<file path="src/rtl/cdc_handshake_tx.sv">
// ============================================================================
// Module   : cdc_handshake_tx
// Brief    : Source side of a four-phase req/ack CDC handshake. The optional
//            watchdog is built only when CDC_HS_TIMEOUT_EN is defined.
// Revision : 1.0 - initial release
// ============================================================================
`default_nettype none

module cdc_handshake_tx #(
    parameter int WIDTH          = 32,
    parameter int TIMEOUT_CYCLES = 1024
) (
    input  logic             clk,
    input  logic             reset_n,
    input  logic             in_valid,
    output logic             in_ready,
    input  logic [WIDTH-1:0] in_data,
    output logic             xfer_req,
    output logic [WIDTH-1:0] xfer_data,
    input  logic             xfer_ack,
    output logic             done,
    output logic             busy,
    output logic             err
);

    typedef enum logic [1:0] {
        ST_IDLE    = 2'd0,
        ST_REQ     = 2'd1,
        ST_RELEASE = 2'd2
    } state_t;

    state_t           r_state;
    logic             r_a1;
    logic             r_a2;
    logic             r_a3;
    logic             w_ack_s;
    logic             r_req;
    logic [WIDTH-1:0] r_data;
    logic             r_done;
    logic             w_tmo;

    generate
        if (TIMEOUT_CYCLES < 8) begin : g_bad_timeout
            $error("cdc_handshake_tx: TIMEOUT_CYCLES must be at least 8");
        end
    endgenerate

    // xfer_ack is asynchronous to clk; only the third stage is trusted.
    always_ff @(posedge clk or negedge reset_n) begin
        if (!reset_n) begin
            r_a1 <= 1'b0;
            r_a2 <= 1'b0;
            r_a3 <= 1'b0;
        end else begin
            r_a1 <= xfer_ack;
            r_a2 <= r_a1;
            r_a3 <= r_a2;
        end
    end

    assign w_ack_s = r_a3;

    always_ff @(posedge clk or negedge reset_n) begin
        if (!reset_n) begin
            r_state <= ST_IDLE;
            r_req   <= 1'b0;
            r_data  <= '0;
            r_done  <= 1'b0;
        end else begin
            r_done <= 1'b0;
            case (r_state)
                ST_IDLE: begin
                    if (in_valid) begin
                        r_data  <= in_data;
                        r_req   <= 1'b1;
                        r_state <= ST_REQ;
                    end
                end
                ST_REQ: begin
                    if (w_ack_s || w_tmo) begin
                        r_req   <= 1'b0;
                        r_state <= ST_RELEASE;
                    end
                end
                ST_RELEASE: begin
                    // A watchdog exit abandons the transfer, so no done pulse.
                    if (!w_ack_s) begin
                        r_state <= ST_IDLE;
                        r_done  <= 1'b1;
                    end else if (w_tmo) begin
                        r_state <= ST_IDLE;
                    end
                end
                default: begin
                    r_state <= ST_IDLE;
                    r_req   <= 1'b0;
                end
            endcase
        end
    end

`ifdef CDC_HS_TIMEOUT_EN
    localparam int             CW         = $clog2(TIMEOUT_CYCLES + 1);
    localparam logic [CW-1:0]  C_TMO_LAST = CW'(TIMEOUT_CYCLES - 1);

    logic [CW-1:0] r_cnt;
    logic          r_err;
    logic          w_leave;

    // Fires on the cycle whose increment would reach TIMEOUT_CYCLES.
    assign w_tmo = (r_cnt == C_TMO_LAST);

    always_comb begin
        w_leave = 1'b1;
        case (r_state)
            ST_REQ:     w_leave = w_ack_s | w_tmo;
            ST_RELEASE: w_leave = ~w_ack_s | w_tmo;
            default:    w_leave = 1'b1;
        endcase
    end

    always_ff @(posedge clk or negedge reset_n) begin
        if (!reset_n) begin
            r_cnt <= '0;
            r_err <= 1'b0;
        end else begin
            r_err <= w_tmo && (((r_state == ST_REQ) && !w_ack_s) ||
                               ((r_state == ST_RELEASE) && w_ack_s));
            r_cnt <= w_leave ? '0 : r_cnt + CW'(1);
        end
    end

    assign err = r_err;
`else
    assign w_tmo = 1'b0;
    assign err   = 1'b0;
`endif

    assign in_ready  = (r_state == ST_IDLE);
    assign busy      = (r_state != ST_IDLE);
    assign xfer_req  = r_req;
    assign xfer_data = r_data;
    assign done      = r_done;

endmodule

`default_nettype wire

</file>
<file path="config.mk">
export PLATFORM = sky130hd
export DESIGN_NAME = cdc_handshake_tx
export DESIGN_NICKNAME = d
export VERILOG_FILES = /design/src/rtl/cdc_handshake_tx.sv
export SDC_FILE = /design/constraint.sdc
export NUM_CORES = 1
export LEC_CHECK = 0
export BUFFER_PORTS_ARGS = -buffer_cell sky130_fd_sc_hd__clkbuf_2
export CORE_MARGIN = 5
export CORE_UTILIZATION = 30
export DETAILED_ROUTE_END_ITERATION = 6
export PLACE_DENSITY = 0.58
export SYNTH_ARGS = -nofsm -noshare
export SYNTH_HDL_FRONTEND = slang
export SYNTH_SLANG_ARGS = --single-unit
</file>
<file path="constraint.sdc">
create_clock -name clk -period 1.32 [get_ports clk]
set_input_delay 0.198 -clock clk [delete_from_list [all_inputs] [get_ports clk]]
set_output_delay 0.198 -clock clk [all_outputs]
set_load 0.01 [all_outputs]
</file>
==> results of run 1 <==
[through the flow]
stage	utilization [%]	total power [uW]	setup WS [ps]	cell area (sq um)
detailed placement	40.0	4630	-7.69	2060
global route	43.3	6000	-44.5	2220
global placement	40.0	4560	20.7	2060
floorplan	-	3760	-87.5	1610
CTS	42.4	5640	-31.1	2180
finish	43.3	5630	-2.27	2220
[sequential cells by signal (all words and copies together), names as in the netlist]
register and cells:
done 1, xfer_req 1, r_a3 1, r_a1 1, r_state 2, r_a2 1
xfer_data 32
[how the worst max path moves through the flow]
stage | end | slack, ps | cells past startpoint
2_1_floorplan | xfer_data[0] | -90 | 5
3_3_place_gp | xfer_data[22] | 20 | 4
3_5_place_dp | xfer_data[22] | -8 | 4
4_1_cts | xfer_data[5] | -30 | 4
5_1_grt | xfer_data[2] | -40 | 4
6_report | xfer_data[20] | -2 | 4
[kinds of logic after synthesis]
kind of cell / share of synthesized area [%]
flip-flops: 60.7
AO/OA/AOI/OAI: 1.01
AND/OR/NAND/NOR: 2.42
multiplexers: 29.4
buffers and inverters: 5.61
XOR/XNOR: 0.545
other: 0.233
[cells in the final DEF (no fill, tap or decap)]
| master | netlist | routed |
|---|---|---|
| sky130_fd_sc_hd__and2b_2 | 1 | 1 |
| sky130_fd_sc_hd__inv_1 | 3 | 3 |
| sky130_fd_sc_hd__clkinv_2 | 0 | 1 |
| sky130_fd_sc_hd__nor2_1 | 2 | 2 |
| sky130_fd_sc_hd__o22ai_1 | 1 | 1 |
| sky130_fd_sc_hd__nor2_4 | 0 | 1 |
| sky130_fd_sc_hd__dfrtp_1 | 39 | 39 |
| sky130_fd_sc_hd__buf_12 | 3 | 3 |
| sky130_fd_sc_hd__conb_1 | 1 | 1 |
| sky130_fd_sc_hd__xnor2_1 | 1 | 1 |
| sky130_fd_sc_hd__dlygate4sd3_1 | 0 | 2 |
| sky130_fd_sc_hd__mux2_4 | 30 | 32 |
| sky130_fd_sc_hd__nor3b_1 | 1 | 1 |
| sky130_fd_sc_hd__clkbuf_2 | 0 | 71 |
| sky130_fd_sc_hd__bufinv_16 | 0 | 1 |
| sky130_fd_sc_hd__clkinv_4 | 0 | 1 |
| sky130_fd_sc_hd__clkbuf_8 | 0 | 5 |
| sky130_fd_sc_hd__and2_4 | 1 | 1 |
| sky130_fd_sc_hd__a21oi_1 | 2 | 2 |
| sky130_fd_sc_hd__buf_4 | 1 | 3 |
| sky130_fd_sc_hd__clkbuf_16 | 0 | 1 |
[timing repair]
item / in CTS / in global routing
cloned: 0 / 1
resized for setup: 0 / 2
endpoints found under the setup margin: 20 / 28
pin swaps: 0 / 1
endpoints found under the hold margin: 15 / 1
hold buffers: 1 / 1
[per-layer routing]
metal	track usage, %	up-vias
met5	0	-
met4	3.12	0
met3	5.05	5
met2	16.5	53
met1	9.91	477
li1	-	463
[where the power goes]
group	leakage (uW)	internal (uW)	switching, uW
registers	0.000459	1760	339
clock network	0.0000581	562	400
logic	0.000642	1550	1020
[worst reg2reg max path, cell delays in order, from the launching register on]
cell and delay [ps]:
sky130_fd_sc_hd__dfrtp_1 410, sky130_fd_sc_hd__nor2_4 120, sky130_fd_sc_hd__and2_4 190, sky130_fd_sc_hd__clkbuf_16 180, sky130_fd_sc_hd__mux2_4 300
[final cells by class]
class,instances,area share [%]
clock buffer,5,3.10
clock inverter,3,1.97
inverter,3,0.506
multi-input combinational,43,24.9
sequential,39,43.9
tap,70,3.94
timing repair buffer,80,21.7
==> metrics.txt, run 1 <==
outcome=complete, but fails checks; violations in the final reports=setup timing; number of cells on the worst reg-to-reg path=4; least setup slack across all paths after layout=-2.27 ps; CTS HTree Levels=2; Synth area leaders=sky130_fd_sc_hd__dfrtp_1, sky130_fd_sc_hd__mux2_4, sky130_fd_sc_hd__buf_12; uppermost metal layer occupied by signal nets=met4; CTS sink cnt=39; detailed-routing iteration count for the pre-antenna-repair pass=4; half-perimeter wire length after placement=between 2 and 2.5 mm; starting utilization of the core area=between 30% and 40%; Bufs on Longest Clock Path=2; average via count per standard cell=about 4.1; worst hold start=in_data[15]; Max IR drop VDD=about 1.1 mV; Worst Hold Endpoint=xfer_data[15]; flip-flop cell with the highest count after synthesis=sky130_fd_sc_hd__dfrtp_1; number of cell rows=26; Reg clk slew, reported paths=roughly 80 ps; library cell with the highest instance count after synthesis=sky130_fd_sc_hd__dfrtp_1; met3 wirelength from detailed routing=292 microns; post-synthesis sequential element count=39; Worst EP required=1490 ps; Floorplan Core Area=~0.0051 sq mm; leakage power=0.00116 uW; Mapped Avg Cell Area=approximately 18 sq um; clock tree from TritonCTS=built; share of final-layout standard cells stronger than drive strength 1=69.9%; Routed Wire Length=approximately 3.2 mm; footprint of the multi-input gates=between 500 and 600 sq um; cell at the root of the clock tree=sky130_fd_sc_hd__clkbuf_8; diode count=0; CP startpoint kind=flip-flop; number of distinct standard cells referenced by the synthesized netlist=16; number of synthesis warnings=0; post-CTS repair timing setup buffer count=0; number of global-route vias before repair=~1200; clock buffers created by TritonCTS=5; share of synthesized flip-flops with an asynchronous set or reset=100%; sequential area share after synthesis=between 60 and 70%; GRT Util Overall=a little under a tenth; Die X=~83 microns; Total Die Area=0.00692 sq mm; synth-to-layout area growth=38.4%; most frequent cells after synthesis=sky130_fd_sc_hd__dfrtp_1, sky130_fd_sc_hd__mux2_4, sky130_fd_sc_hd__buf_12, sky130_fd_sc_hd__inv_1; number of placed instances, taps included=around 230; category of the critical setup timing path=reg2reg; crit end category=flip-flop; non-filler cells, final=~240; final hold violations=0; ratio of final minimum period to clock period=100%; ANT nets after route=0; largest net degree at the start of global routing=25; global-route wire length before repair=between 5 and 6 mm; Yosys top cell by area=sky130_fd_sc_hd__dfrtp_1; maximum achievable frequency=around 0.76 GHz; Setup crit start=r_state[1]; initial antenna violation count=0; Min-Delay Path Class=in2reg; fraction of post-synthesis cell area in the top cell type by area=60.7%; pins over their slew limit=0; number of setup violations in the final report=1; gpl congestion=approximately 0.69; remaining routing DRC violations=0; cell depth of the worst hold path=2; number of maximum-capacitance violations=0; number of enable-type register cells in the synthesized netlist=0; post-route clock skew=10.0 ps; unrepaired setup endpoints after global routing=yes; final setup TNS=-2.27 ps; total length of routed met2 wires=1.50 mm; flop-to-flop setup slack=-2 ps; number of DRC violations after detailed-routing iteration 0=13; Period minus WS final=around 1300 ps; Seq. cell area=about 980 sq um; total grt overflow=0; number of nets at the end of the flow=about 210; startpoint of the most critical register-to-register path=r_state[1]; crit-path max FO=10; number of nets in the synthesized netlist=between 100 and 150; total standard cell area after synthesis=about 0.0016 sq mm; # port buffers=71; largest stage delay on the critical path=410 ps; family with the most delay on the worst path=flip-flops; critical path arrival=~1500 ps; total vias in the final route=approximately 1000; routed wire length per instance=13.2 microns; Hold Slack=137 ps; total power per unit cell area=about 2500 mW/mm^2; Fill cells=approximately 510; wire length on met1=around 1.4 mm; clock latency on the worst-skew pair=approximately 290 ps; I/O pin total=73; Chip Height=a little over 80 microns; gate count after technology mapping=90; capturing point of the worst reg2reg path=xfer_data[20]; Buffers & Inverters on Critical Path=1; worst-path cell with the longest stage delay=sky130_fd_sc_hd__dfrtp_1; list of cells traversed by the critical path=nor2_4 > and2_4 > clkbuf_16 > mux2_4
No activity file was read; power rests on OpenSTA's default activity.
==> inputs of run 2 (changes only) <==
- RECOVER_POWER: unset -> 25
==> run 2 against run 1 <==
Effect of this change: the flow still finishes with violations (setup timing); worst setup slack barely moved; first-iteration DRC count rose by 15%; cell area fell by 0.56%; fmax barely moved; largest power group unchanged.
==> metrics.txt, run 2 (synthesis results as in run 1) <==
outcome=complete, but fails checks (unchanged); violations in the final reports=setup timing (unchanged); clock tree from TritonCTS=built (unchanged); diode count=0 (unchanged); starting utilization of the core area=31.3% (unchanged); cell at the root of the clock tree=sky130_fd_sc_hd__clkbuf_8 (unchanged); number of placed instances, taps included=232 (unchanged); category of the critical setup timing path=reg2reg (unchanged); pins over their slew limit=0 (unchanged); unrepaired setup endpoints after global routing=yes (unchanged); least setup slack across all paths after layout=-2.35 ps (was -2.27 ps); capturing point of the worst reg2reg path=xfer_data[20] (unchanged); capturing element of the worst setup path=xfer_data[20] (unchanged); met1 track utilization from global routing=9.91% (unchanged); CTS sink cnt=39 (unchanged); half-perimeter wire length after placement=2.44 mm (unchanged); number of nets at the end of the flow=208 (unchanged); startpoint of the most critical register-to-register path=r_state[1] (unchanged); share of final-layout standard cells stronger than drive strength 1=69.9% (unchanged); global-route track usage on met2=16.5% (unchanged); synth-to-layout area growth=37.6% (was 38.4%); detailed-routing iteration count for the pre-antenna-repair pass=4 (unchanged); initial antenna violation count=0 (unchanged); Die X=83.2 microns (unchanged); Design Power=5630 uW (about the same); I/O pin total=73 (unchanged); Setup crit start=r_state[1] (unchanged); final hold violations=0 (unchanged); # port buffers=71 (unchanged); Max IR drop VDD=1.08 mV (about the same); Routed Wire Length=3.20 mm (about the same); number of DRC violations after detailed-routing iteration 0=15 (was 13); Worst EP required=1490 ps (about the same); ANT nets after route=0 (unchanged); post-CTS repair timing setup buffer count=0 (unchanged); crit-path max FO=10 (unchanged); ratio of final minimum period to clock period=100% (about the same); CTS HTree Levels=2 (unchanged); Reg clk slew, reported paths=80 ps (about the same); total vias in the final route=995 (was 998); CP startpoint kind=flip-flop (unchanged); routed wire length per instance=13.2 microns (about the same); gpl congestion=0.692 (unchanged); number of cells on the worst reg-to-reg path=4 (unchanged); remaining routing DRC violations=0 (unchanged); Total Die Area=0.00692 sq mm (unchanged); number of cell rows=26 (unchanged); Chip Height=83.2 microns (unchanged); number of setup violations in the final report=1 (unchanged); non-filler cells, final=243 (unchanged); Largest register FFs=32 (unchanged); Floorplan Core Area=0.00514 sq mm (unchanged); average via count per standard cell=4.09 (was 4.11); Min-Delay Path Class=in2reg (unchanged); total grt overflow=0 (unchanged); critical path arrival=1490 ps (about the same); commonest cells after routing, fill and taps aside=sky130_fd_sc_hd__clkbuf_2, sky130_fd_sc_hd__dfrtp_1, sky130_fd_sc_hd__mux2_4, sky130_fd_sc_hd__clkbuf_8 (unchanged); met3 Track Usage GR=5.05% (unchanged); largest net degree at the start of global routing=25 (unchanged); clock buffers created by TritonCTS=5 (unchanged); post-route clock skew=10.1 ps (was 10.0 ps); clock latency on the worst-skew pair=290 ps (about the same); most used routing layer=met2 (unchanged); Bufs on Longest Clock Path=2 (unchanged); global-route wire length before repair=5.27 mm (unchanged); flop-to-flop setup slack=-2 ps (about the same); crit end category=flip-flop (unchanged); Period minus WS final=1320 ps (about the same); leakage power=0.00115 uW (was 0.00116 uW); GRT Util Overall=9.54% (unchanged); total power per unit cell area=2550 mW/mm^2 (was 2530 mW/mm^2); number of global-route vias before repair=1156 (unchanged); number of maximum-capacitance violations=0 (unchanged); most common cell after layout, fill and taps aside=sky130_fd_sc_hd__clkbuf_2 (unchanged); maximum achievable frequency=0.756 GHz (about the same)
run 2: cell count changes in the layout (fill, tap and decap cells not counted), sizes merged:
cell,previous run,this run
buf,6,5
clkbuf,77,78
run 2: power by group:
group / internal [uW] / switching (uW) / leakage, uW
clock: 562 / 400 / 0.0000581
sequential: 1760 / 339 / 0.000459
combinational: 1550 / 1020 / 0.000638
run 2: worst min-delay path by stage:
stage,endpoint,cells past startpoint,start,slack (ps)
6_report,xfer_data[15],2,in_data[15],140
5_1_grt,xfer_data[15],2,in_data[15],110
4_1_cts,r_a1,1,xfer_ack,4
3_5_place_dp,xfer_data[19],1,reset_n,150
3_3_place_gp,xfer_data[18],1,reset_n,150
2_1_floorplan,done,0,reset_n,-100
run 2: per-layer routing:
layer,wire length (microns),vias to the layer above
li1,-,463
met1,1380,474
met2,1490,53
met3,292,5
met4,43,0
met5,0,-
run 2: critical path: stages, from the launching register on:
cell	delay (ps)
sky130_fd_sc_hd__dfrtp_1	410
sky130_fd_sc_hd__nor2_4	120
sky130_fd_sc_hd__and2_4	190
sky130_fd_sc_hd__clkbuf_16	180
sky130_fd_sc_hd__mux2_4	300
run 2: final cells by class:
| cell class | instances | area, sq um |
|---|---|---|
| fill | 507 | 2930 |
| sequential | 39 | 976 |
| multi-input combinational | 43 | 553 |
| timing repair buffer | 80 | 470 |
| tap | 70 | 87.6 |
| clock buffer | 5 | 68.8 |
| clock inverter | 3 | 43.8 |
| inverter | 3 | 11.3 |
run 2: metrics by stage:
step	setup slack (ps)	area, sq um	TNS, ps	hold WS (ps)	util (%)
6_report	-2.35	2210	-2.35	136	43.0
5_1_grt	-44.5	2210	-1190	113	43.0
4_1_cts	-31.1	2180	-451	3.87	42.4
3_5_place_dp	-7.69	2060	-17.0	151	40.0
3_3_place_gp	20.7	2060	0	148	40.0
2_1_floorplan	-87.5	1610	-2620	-97.6	-
run 2: timing repair:
item | 4_1_cts | 5_1_grt
endpoints found under the hold margin | 15 | 1
hold buffers | 1 | 1
gates cloned | 0 | 1
setup endpoints to repair | 20 | 28
resized for setup | 0 | 2
pin swaps | 0 | 1
